File: src/rtl/fetch_pc_unit_if.sv
// Instruction-memory fetch bus between fetch_pc_unit (master) and the
// instruction memory or cache (slave).
interface fetch_pc_unit_if;
   logic        imem_req;
   logic [15:0] imem_addr;
   logic [15:0] imem_rdata;
   logic        imem_ready;

   modport master (
      output imem_req,
      output imem_addr,
      input  imem_rdata,
      input  imem_ready
   );

   modport slave (
      input  imem_req,
      input  imem_addr,
      output imem_rdata,
      output imem_ready
   );
endinterface

File: src/rtl/fetch_pc_unit.sv
// Instruction-fetch stage: owns the PC and the request/ready handshake with
// instruction memory, and feeds instruction / pc+2 / status flags to IF/ID.
// Optional feature macro: FETCH_MISALIGN_TRAP_EN (misaligned fetch traps to
// TRAP_VECTOR and records the faulting PC in epc; otherwise pc holds and
// epc is tied to zero).
module fetch_pc_unit #(
   parameter logic [15:0] RESET_PC    = 16'h0000,
   parameter logic [15:0] NOP_INSN    = 16'h0800
`ifdef FETCH_MISALIGN_TRAP_EN
   ,
   parameter logic [15:0] TRAP_VECTOR = 16'h0002
`endif
) (
   input  logic                   clk,
   input  logic                   rst_n,
   input  logic                   stall_fetch,
   input  logic                   halt_detect,
   input  logic                   redirect_valid,
   input  logic [15:0]            redirect_target,
   fetch_pc_unit_if.master        imem,
   output logic [15:0]            instruction,
   output logic [15:0]            incremented_pc,
   output logic                   inst_mis_align,
   output logic                   stall_ins_mem,
   output logic                   halted,
   output logic [15:0]            epc
);

   typedef enum logic [1:0] {
      RUN    = 2'd0,
      WAIT   = 2'd1,
      FLUSH  = 2'd2,
      HALTED = 2'd3
   } state_t;

   state_t      state_reg, state_next;
   logic [15:0] pc_reg, pc_next;
   logic [15:0] pend_target_reg, pend_target_next;
   logic        misaligned;

   assign misaligned = pc_reg[0];

`ifdef FETCH_MISALIGN_TRAP_EN
   logic [15:0] epc_reg, epc_next;
   assign epc = epc_reg;
`else
   assign epc = 16'h0000;
`endif

   // Next-state / next-PC selection: redirect > halt > (trap) > wait > stall > sequential.
   always_comb begin
      state_next       = state_reg;
      pc_next          = pc_reg;
      pend_target_next = pend_target_reg;
`ifdef FETCH_MISALIGN_TRAP_EN
      epc_next         = epc_reg;
`endif
      case (state_reg)
         RUN: begin
            if (redirect_valid) begin
               pc_next = redirect_target;
            end else if (halt_detect) begin
               state_next = HALTED;
            end else if (misaligned) begin
`ifdef FETCH_MISALIGN_TRAP_EN
               epc_next = pc_reg;
               pc_next  = TRAP_VECTOR;
`endif
            end else if (!imem.imem_ready) begin
               state_next = WAIT;
            end else if (!stall_fetch) begin
               pc_next = pc_reg + 16'd2;
            end
         end
         WAIT: begin
            if (imem.imem_ready) begin
               state_next = RUN;
               if (redirect_valid) begin
                  pc_next = redirect_target;
               end else if (halt_detect) begin
                  state_next = HALTED;
               end else if (!stall_fetch) begin
                  pc_next = pc_reg + 16'd2;
               end
            end else if (redirect_valid) begin
               // The in-flight response belongs to the wrong path; park the target.
               pend_target_next = redirect_target;
               state_next       = FLUSH;
            end
         end
         FLUSH: begin
            if (imem.imem_ready) begin
               state_next = RUN;
               pc_next    = redirect_valid ? redirect_target : pend_target_reg;
            end else if (redirect_valid) begin
               pend_target_next = redirect_target;
            end
         end
         default: begin
            // HALTED: frozen until reset.
         end
      endcase
   end

   // State, PC and pending-target registers.
   always_ff @(posedge clk or negedge rst_n) begin
      if (!rst_n) begin
         state_reg       <= RUN;
         pc_reg          <= RESET_PC;
         pend_target_reg <= 16'h0000;
`ifdef FETCH_MISALIGN_TRAP_EN
         epc_reg         <= 16'h0000;
`endif
      end else begin
         state_reg       <= state_next;
         pc_reg          <= pc_next;
         pend_target_reg <= pend_target_next;
`ifdef FETCH_MISALIGN_TRAP_EN
         epc_reg         <= epc_next;
`endif
      end
   end

   // Combinational fetch outputs; forced to quiet values while reset is held.
   always_comb begin
      imem.imem_req  = 1'b0;
      instruction    = NOP_INSN;
      inst_mis_align = 1'b0;
      stall_ins_mem  = 1'b0;
      halted         = 1'b0;
      if (rst_n) begin
         case (state_reg)
            RUN: begin
               if (misaligned) begin
                  inst_mis_align = 1'b1;
               end else begin
                  imem.imem_req = 1'b1;
                  if (imem.imem_ready) instruction = imem.imem_rdata;
                  else                 stall_ins_mem = 1'b1;
               end
            end
            WAIT: begin
               imem.imem_req = 1'b1;
               if (imem.imem_ready) instruction = imem.imem_rdata;
               else                 stall_ins_mem = 1'b1;
            end
            FLUSH: begin
               imem.imem_req = 1'b1;
               stall_ins_mem = 1'b1;
            end
            default: begin
               stall_ins_mem = 1'b1;
               halted        = 1'b1;
            end
         endcase
      end
   end

   assign imem.imem_addr = pc_reg;
   assign incremented_pc = pc_reg + 16'd2;

endmodule

File: src/flat_wrapper.sv
// flat-port wrapper written by rule: the top's interface ports become plain ports
module fetch_pc_unit_flat 
#(
   parameter logic [15:0] RESET_PC    = 16'h0000,
   parameter logic [15:0] NOP_INSN    = 16'h0800

)
  (clk, rst_n, stall_fetch, halt_detect, redirect_valid, redirect_target, instruction, incremented_pc, inst_mis_align, stall_ins_mem, halted, epc, imem_imem_req, imem_imem_addr, imem_imem_rdata, imem_imem_ready);
  fetch_pc_unit_if imem_i ();
  input  logic clk;
  input  logic rst_n;
  input  logic stall_fetch;
  input  logic halt_detect;
  input  logic redirect_valid;
  input  logic [15:0] redirect_target;
  output logic [15:0] instruction;
  output logic [15:0] incremented_pc;
  output logic inst_mis_align;
  output logic stall_ins_mem;
  output logic halted;
  output logic [15:0] epc;
  output wire logic [$bits(imem_i.imem_req)-1:0] imem_imem_req;
  output wire logic [$bits(imem_i.imem_addr)-1:0] imem_imem_addr;
  input wire logic [$bits(imem_i.imem_rdata)-1:0] imem_imem_rdata;
  input wire logic [$bits(imem_i.imem_ready)-1:0] imem_imem_ready;
  assign imem_imem_req = imem_i.imem_req;
  assign imem_imem_addr = imem_i.imem_addr;
  assign imem_i.imem_rdata = imem_imem_rdata;
  assign imem_i.imem_ready = imem_imem_ready;
  fetch_pc_unit #(.RESET_PC(RESET_PC), .NOP_INSN(NOP_INSN)) u_core (.clk(clk), .rst_n(rst_n), .stall_fetch(stall_fetch), .halt_detect(halt_detect), .redirect_valid(redirect_valid), .redirect_target(redirect_target), .imem(imem_i), .instruction(instruction), .incremented_pc(incremented_pc), .inst_mis_align(inst_mis_align), .stall_ins_mem(stall_ins_mem), .halted(halted), .epc(epc));
endmodule
File: config.mk
export PLATFORM = sky130hd
export DESIGN_NAME = fetch_pc_unit_flat
export DESIGN_NICKNAME = d
export VERILOG_FILES = /design/src/rtl/fetch_pc_unit_if.sv /design/src/rtl/fetch_pc_unit.sv /design/src/flat_wrapper.sv
export SDC_FILE = /design/constraint.sdc
export NUM_CORES = 1
export LEC_CHECK = 0
export CORE_UTILIZATION = 30
export DETAILED_ROUTE_END_ITERATION = 8
export GPL_TIMING_DRIVEN = 1
export SYNTH_ARGS = -nofsm -noshare
export SYNTH_HDL_FRONTEND = slang
export SYNTH_SLANG_ARGS = --single-unit
File: constraint.sdc
create_clock -name clk -period 3.68 [get_ports clk]
set_clock_uncertainty 0.05 [all_clocks]
set_input_delay 0.552 -clock clk [delete_from_list [all_inputs] [get_ports clk]]
set_output_delay 0.552 -clock clk [all_outputs]
set_load 0.01 [all_outputs]
==> results of run 1 <==
[worst paths after layout]
path / start / endpoint / slack, ps / depth (start not counted)
max in group asynchronous: rst_n / u_core.state_reg[0]$_DFFE_PN0P_ / 2890 / 2
setup reg to reg: u_core.state_reg[0]$_DFFE_PN0P_ / u_core.pend_target_reg[3]$_DFFE_PN0P_ / 1180 / 5
hold / removal: rst_n / u_core.pend_target_reg[11]$_DFFE_PN0P_ / 350 / 2
hold reg to reg: u_core.pend_target_reg[15]$_DFFE_PN0P_ / u_core.pend_target_reg[15]$_DFFE_PN0P_ / 460 / 1
min in group clk: u_core.pend_target_reg[15]$_DFFE_PN0P_ / u_core.pend_target_reg[15]$_DFFE_PN0P_ / 460 / 1
setup / recovery: u_core.state_reg[0]$_DFFE_PN0P_ / instruction[10] / 430 / 8
[cells by family after synthesis]
| group | Yosys count |
|---|---|
| buffers and inverters | 43 |
| AOI/OAI and AO/OA | 69 |
| xor gates and xnor gates | 13 |
| muxes | 19 |
| DFF | 34 |
| and+or+nand+nor | 83 |
| other | 1 |
| adders and majority gates | 6 |
[cell type report]
class / instances / area [µm²]
multi-input cells: 206 / 1406
fillers: 761 / 4359
inverters: 12 / 45.04
clock buffers: 8 / 110.1
well taps: 102 / 127.6
repair buffers: 92 / 908.4
flip-flops and latches: 34 / 850.8
[Yosys cell counts (2+ instances only)]
library cell / n / area [µm²]
a32o_1: 2 / 20.02
inv_1: 12 / 45.04
ha_1: 6 / 75.07
nor2b_1: 2 / 12.51
o22ai_1: 2 / 12.51
mux2_2: 17 / 191.4
mux2i_1: 2 / 20.02
clkbuf_1: 3 / 11.26
o31ai_1: 2 / 15.01
and3_1: 5 / 31.28
a21oi_1: 11 / 55.05
a221oi_1: 5 / 43.79
a22o_1: 3 / 26.28
o21a_1: 2 / 15.01
buf_4: 17 / 127.6
xor2_1: 7 / 61.31
nand4_1: 3 / 18.77
o21ai_1: 6 / 30.03
o21ai_0: 15 / 75.07
buf_2: 8 / 40.04
and2_1: 19 / 118.9
nand2_1: 14 / 52.55
nor2_2: 2 / 12.51
xnor2_1: 6 / 52.55
and4_1: 4 / 35.03
nor3_1: 5 / 25.02
a222oi_1: 5 / 50.05
dfrtp_1: 34 / 850.8
nand3_1: 5 / 25.02
nor2_1: 20 / 75.07
buf_6: 2 / 22.52
o2bb2ai_1: 5 / 43.79
[report_power, final]
group	switching [mW]	total, mW	leakage, nW	internal, mW
sequential	0.175	0.717	0.420	0.543
combinational	0.714	1.44	0.958	0.730
clock	0.136	0.325	0.0575	0.189
total	1.02	2.49	1.43	1.46
[per-stage QoR]
stage	cells	setup slack (ps)	hold WS (ps)	area [µm²]	utilization
after floorplan	283	1561	206.4	2509	-
after global placement	446	577.6	438.6	3338	0.4276
after detailed placement	446	500.7	446.1	3338	0.4276
after CTS	454	412.3	358.8	3448	0.4417
after global routing	454	191.2	386.2	3448	0.4417
final	454	434.7	349.6	3448	0.4417
[metal layers]
| metal | global-route usage | vias to the layer above | wire length (µm) |
|---|---|---|---|
| li1 | - | 1099 | - |
| met1 | 0.2274 | 1089 | 3122 |
| met2 | 0.2605 | 137 | 3126 |
| met3 | 0.03038 | 8 | 591 |
| met4 | 0.04948 | 0 | 93 |
| met5 | 0 | - | 0 |
[worst reg2reg max path, stage by stage (launching register included)]
cell     delay, ps
dfrtp_1        370
inv_1          100
ha_1           550
nor2b_1        320
nand2_1        520
mux2_2         470
==> impl_results.md, run 1 <==
* Fin crit share at 0.8819
* Slew Limit Fails at 0
* Yosys synthesis warning count at 0
* Max reg flops at 16
* Die Width at 92.41 µm
* Worst path required time at 3080 ps
* Total track usage at 0.1649
* Final Hold Vio Count at 0
* Pin count of the biggest net entering global routing at 39
* LEAKAGE at 1.435 nW
* Std-Cell Rows at 32
* Initial antenna violation count at 0
* Top FF cell, synth: dfrtp_1
* Initial core utilization at 0.3141
* Critical path buffers and inverters at 3
* Delay-heaviest family, CP: simple AND/OR/NAND/NOR gates
* Post-Syn Instances at 268
* Vias at 2333
* Synth unique cells at 49
* Commonest non-fill, non-tap cells in the layout: clkdlybuf4s50_1 (88), dfrtp_1 (34), nor2_1 (20), and2_1 (19), mux2_2 (17)
* DRT Pass-1 Iters at 5
* Hold Path Class: in2async
* Post CTS Setup Buffer Count at 0
* Num CTS Buffers at 5
* Area share of xor/xnor cells in the synthesized design at 0.04643
* TritonCTS clock tree: built
* N_diodes at 0
* P per Cell Area at 721.2 nW/µm²
* WL/cell at 15.27 µm
* Slowest CP cell: clkdlybuf4s50_1
* Crit end category: primary output
* Async S/R FF share, synth at 1.000
* Syn avg cell area at 9.151 µm²
* RePlAce Congestion at 0.8572
* Max frequency at 0.3081 GHz
* Htree depth at 2
* RSZ-0062 raised after global routing: false
* Synth Cell Area at 2452 µm²
* Number of global-route vias before repair at 2184
* Commonest non-fill, non-tap cell in the layout: clkdlybuf4s50_1
* Post-synthesis sequential area ratio at 0.3469
* Main combinational cell family by area after synthesis: compound AO/OA/AOI/OAI gates
* CP max stage delay at 540 ps
* Clk slew on worst S/H paths at 70 ps
* Max_slew headroom at 0.3467
* Simple-Gate Fraction of Synth Area at 0.1821
* Fin Setup TNS at 0 ps
* DP Wirelength at 5095 µm
* Number of max-cap violations at 0
* # resized after CTS at 0
* Worst-Margin Slew at 976.3 ps
* Initial DRC Count at 161
* Top cell by count, worst path: nor2_1
* Crit Path Class: reg2out
* Die ar. at 8540 µm²
* Post-synth EDFFs at 0
* Die height at 92.41 µm
* CORE AREA at 7807 µm²
* I/O Pins at 106
* FF+latch count, synth at 34
* CP max FO at 15
* Buffers on Ports at 89
* Tmin final at 3245 ps
* Vias/cell at 5.139
* Status: finished, final reports clean
* Final WL at 6933 µm
* Post-Synth Adder-Cell Area at 0.03061
* Post-route DRC violation count at 0
* CTS root buf: clkbuf_8
* Final #Nets at 395
* Hold_buf cts at 0
* Synth Area in Compound Gates at 0.2036
* Total power at 2.487 mW
* Skew-Pair Late Insertion Delay at 280 ps
* Bufs on Longest Clock Path at 2
* Critical Path Source Type: flip-flop
* Setup violators final at 0
* Post-synthesis mux area share at 0.08622
* First-pass GRT wire length at 11230 µm
* Final ANT Viol Nets at 0
* Grt ovf at 0
* Area Overhead vs Synth at 40.61%
* Layout cell share with drive strength beyond 1 at 0.1023
* CP arrival at 2640 ps
* CP cell instances: inv_1 > ha_1 > inv_1 > nor2_1 > nor2_1 > nor2_1 > and2_1 > clkdlybuf4s50_1
* VDD IR-drop max at 0.2820 mV
* Clock sinks at 34
Power figures use the tool's default switching activity.
==> run 2: changes to the inputs <==
- ABC_AREA: default -> 1
==> impl_results.md, run 2 <==
* Bufs on Longest Clock Path at 2 (unchanged)
* Final #Nets at 543 (+37%)
* CP max FO at 16 (+1)
* Slowest CP cell: a21oi_1
* Status: complete, but fails checks
* Post CTS Setup Buffer Count at 0 (unchanged)
* Synth cell count leaders: nand2_1 (109), nor2_1 (53), inv_1 (47), o21ai_0 (47), dfrtp_1 (34)
* P_int at 1.642 mW (+12%)
* DRT Pass-1 Iters at 6 (+1)
* DP Wirelength at 5859 µm (+15%)
* RSZ-0062 raised after global routing: false
* Comb power frac at 0.645 (+0.064)
* Area of the multi-input gates at 1535 µm² (+9.2%)
* Crit path launch: u_core.state_reg[0]$_DFFE_PN0P_
* Post-synth top area cell: dfrtp_1
* Worst path required time at 3080 ps (about the same)
* Seq pwr share at 0.242 (-0.046)
* Vias at 2806 (+20%)
* Syn avg cell area at 6.593 µm² (-28%)
* R2r setup slk at 1680 ps (+500 ps)
* Max reg flops at 16 (unchanged)
* Tmin final at 3297 ps (+51.80 ps)
* Number of global-route vias before repair at 2563 (+17%)
* Crit end category: primary output
* CORE AREA at 8806 µm² (+13%)
* Pin count of the biggest net entering global routing at 37 (-5.1%)
* Worst r2r src: u_core.state_reg[0]$_DFFE_PN0P_
* Htree depth at 2 (unchanged)
* Final Hold Vio Count at 0 (unchanged)
* Worst-Margin Slew at 1078 ps (+101.3 ps)
* Initial antenna violation count at 0 (unchanged)
* # resized after CTS at 0 (unchanged)
* Critical path capture point: stall_ins_mem
* Commonest non-fill, non-tap cells in the layout: nand2_1 (109), clkdlybuf4s50_1 (89), nor2_1 (53), inv_1 (47), o21ai_0 (47)
* Post-Syn Instances at 416 (+55%)
* Failing checks: DRC
* Async S/R FF share, synth at 1.000 (unchanged)
* Synth Cell Area at 2743 µm² (+12%)
* Initial core utilization at 0.3115 (-0.002651)
* Fin Setup TNS at 0 ps (unchanged)
* Clock power share at 0.113 (-0.018)
* Largest cells by area after synthesis: dfrtp_1 (31%), nand2_1 (15%), o21ai_0 (8.6%)
* VDD IR-drop max at 0.3015 mV (+6.9%)
* Die height at 97.62 µm (+5.6%)
* Die ar. at 9529 µm² (+12%)
* Hold Path Class: reg2reg
* Slew Limit Fails at 0 (unchanged)
* P per Cell Area at 834.5 nW/µm² (+16%)
* Number of max-cap violations at 0 (unchanged)
* Critical Path Source Type: flip-flop
* Clock sinks at 34 (unchanged)
* Most common cell in the netlist: nand2_1
* Fin crit share at 0.8959 (+0.01408)
* Crit Path Class: reg2out
* I/O Pins at 106 (unchanged)
* Post-route DRC violation count at 8 (+8)
* Final ANT Viol Nets at 0 (unchanged)
* Post-synth EDFFs at 0 (unchanged)
* Max_slew headroom at 0.2816 (-0.06514)
* Hold Startpoint: u_core.pend_target_reg[10]$_DFFE_PN0P_
* Buffers on Ports at 89 (unchanged)
* TritonCTS clock tree: built
* CP cell instances: inv_1 > ha_1 > a21oi_1 > o21ai_0 > nand2_1 > inv_1 > clkdlybuf4s50_1
* Initial DRC Count at 179 (+11%)
* Grt ovf at 0 (unchanged)
* Setup violators final at 0 (unchanged)
* Area Overhead vs Synth at 36.41%
* Hold_buf cts at 0 (unchanged)
* Die Width at 97.62 µm (+5.6%)
* N_diodes at 0 (unchanged)
* Top cell by count, worst path: inv_1
* Total track usage at 0.1641 (-0.0007377)
* Post-synthesis sequential area ratio at 0.3102 (-0.03672)
* Design area at 3741 µm² (+8.5%)
* Switching power of the nets at 1.480 mW (+44%)
* R2r endpoint: u_core.imem.imem_addr[10]$_DFFE_PN0P_
* RePlAce Congestion at 0.8156 (-4.9%)
* Register Area at 850.8 µm² (unchanged)
* First-pass GRT wire length at 12720 µm (+13%)
* Skew-Pair Late Insertion Delay at 280 ps (about the same)
* Final WL at 7695 µm (+11%)
* Post-place instance area at 3628 µm² (+8.7%)
* CTS root buf: clkbuf_8
* Total power at 3.122 mW (+26%)
* Commonest non-fill, non-tap cell in the layout: nand2_1
* Num CTS Buffers at 5 (unchanged)
* Synth unique cells at 33 (-33%)
* Register-to-Register Path Depth at 8 (+3)
* Net Sw Frac at 0.4740 (+0.06192)
* Vias/cell at 4.623 (-10%)
* WL/cell at 12.68 µm (-17%)
* Clk slew on worst S/H paths at 70 ps (about the same)
* Area share of the largest cell type after synthesis at 0.3102 (-0.03672)
* Layout cell share with drive strength beyond 1 at 0.08617 (-0.01610)
* CP arrival at 2700 ps (+60 ps)
* Std-Cell Rows at 34 (+6.3%)
* Max frequency at 0.3033 GHz (-1.6%)
* Fillers at 913 (+20%)
* LEAKAGE at 1.656 nW (+15%)
* CP max stage delay at 870 ps (+330 ps)
* Top FF cell, synth: dfrtp_1
* Yosys synthesis warning count at 0 (unchanged)
* FF+latch count, synth at 34 (unchanged)
## run 2: cell count changes in the layout (fill, tap and decap cells not counted), sizes merged, moves of 16 or more
cell	change
nand2	+97
nor2	+47
inv	+39
o21ai	+25
mux2	-17
and2	-16
## run 2: worst min-delay path by stage
stage | end | slack (ps) | cells past startpoint
after floorplan | async pin | 210 | 0
after global placement | u_core.pend_target_reg[1]$_DFFE_PN0P_ | 460 | 2
after detailed placement | u_core.pend_target_reg[15]$_DFFE_PN0P_ | 480 | 2
after CTS | u_core.pend_target_reg[14]$_DFFE_PN0P_ | 490 | 2
after global routing | u_core.pend_target_reg[10]$_DFFE_PN0P_ | 510 | 2
final | u_core.pend_target_reg[10]$_DFFE_PN0P_ | 490 | 2
## run 2: metrics by stage
stage	cells	util	setup WS [ps]	hold WS, ps
3_3_place_gp	600	0.4120	749.6	455.6
6_report	607	0.4248	382.9	489.6
4_1_cts	607	0.4248	326.4	491.9
5_1_grt	607	0.4248	31.85	513.5
3_5_place_dp	600	0.4120	657.4	477.5
2_1_floorplan	431	-	1625	206.4
## run 2: area by class of cell
cell class                      count  share of cell area
Clock buffer                        6             0.02207
Timing Repair Buffer               92              0.2441
Tap cell                          108             0.03612
Inverter                           51             0.05184
Multi-Input combinational cell    315              0.4104
Sequential cell                    34              0.2274
Clock inverter                      1            0.008027
## run 2: critical path, delay by kind of cell, from the launching register on
family / cells / cell delay [ps]
buffers and inverters: 3 / 600
AOI/OAI and AO/OA: 2 / 1050
DFF: 1 / 400
adders and majority gates: 1 / 270
and+or+nand+nor: 1 / 100
## run 2: routing by layer
metal,GRT usage,vias up,share of wire
met5,0,-,0
met2,0.2488,70,0.45
li1,-,1436,-
met1,0.2410,1290,0.50
met4,0.06294,0,0.021
met3,0.01295,10,0.033
## run 2: power by group through the flow
| stage | logic, mW | registers [mW] | clock network [mW] |
|---|---|---|---|
| after floorplan | 1.28 | 0.754 | 0 |
| after global placement | 1.99 | 0.751 | 0 |
| after detailed placement | 2.02 | 0.758 | 0 |
| after CTS | 2.02 | 0.752 | 0.364 |
| after global routing | 2.24 | 0.782 | 0.381 |
| final | 2.01 | 0.755 | 0.354 |
## run 2: logic make-up after synthesis
group / Yosys count / synth area share
other: 1 / 0.001367
DFF: 34 / 0.3102
AOI/OAI and AO/OA: 82 / 0.1743
and+or+nand+nor: 205 / 0.3171
buffers and inverters: 82 / 0.1505
adders and majority gates: 6 / 0.02737
xor gates and xnor gates: 6 / 0.01916
==> run 3: changes to the inputs <==
- TNS_END_PERCENT: default -> 20
==> results of run 3 <==
Same layout as run 2: the final DEF is identical, and so are final timing and power.
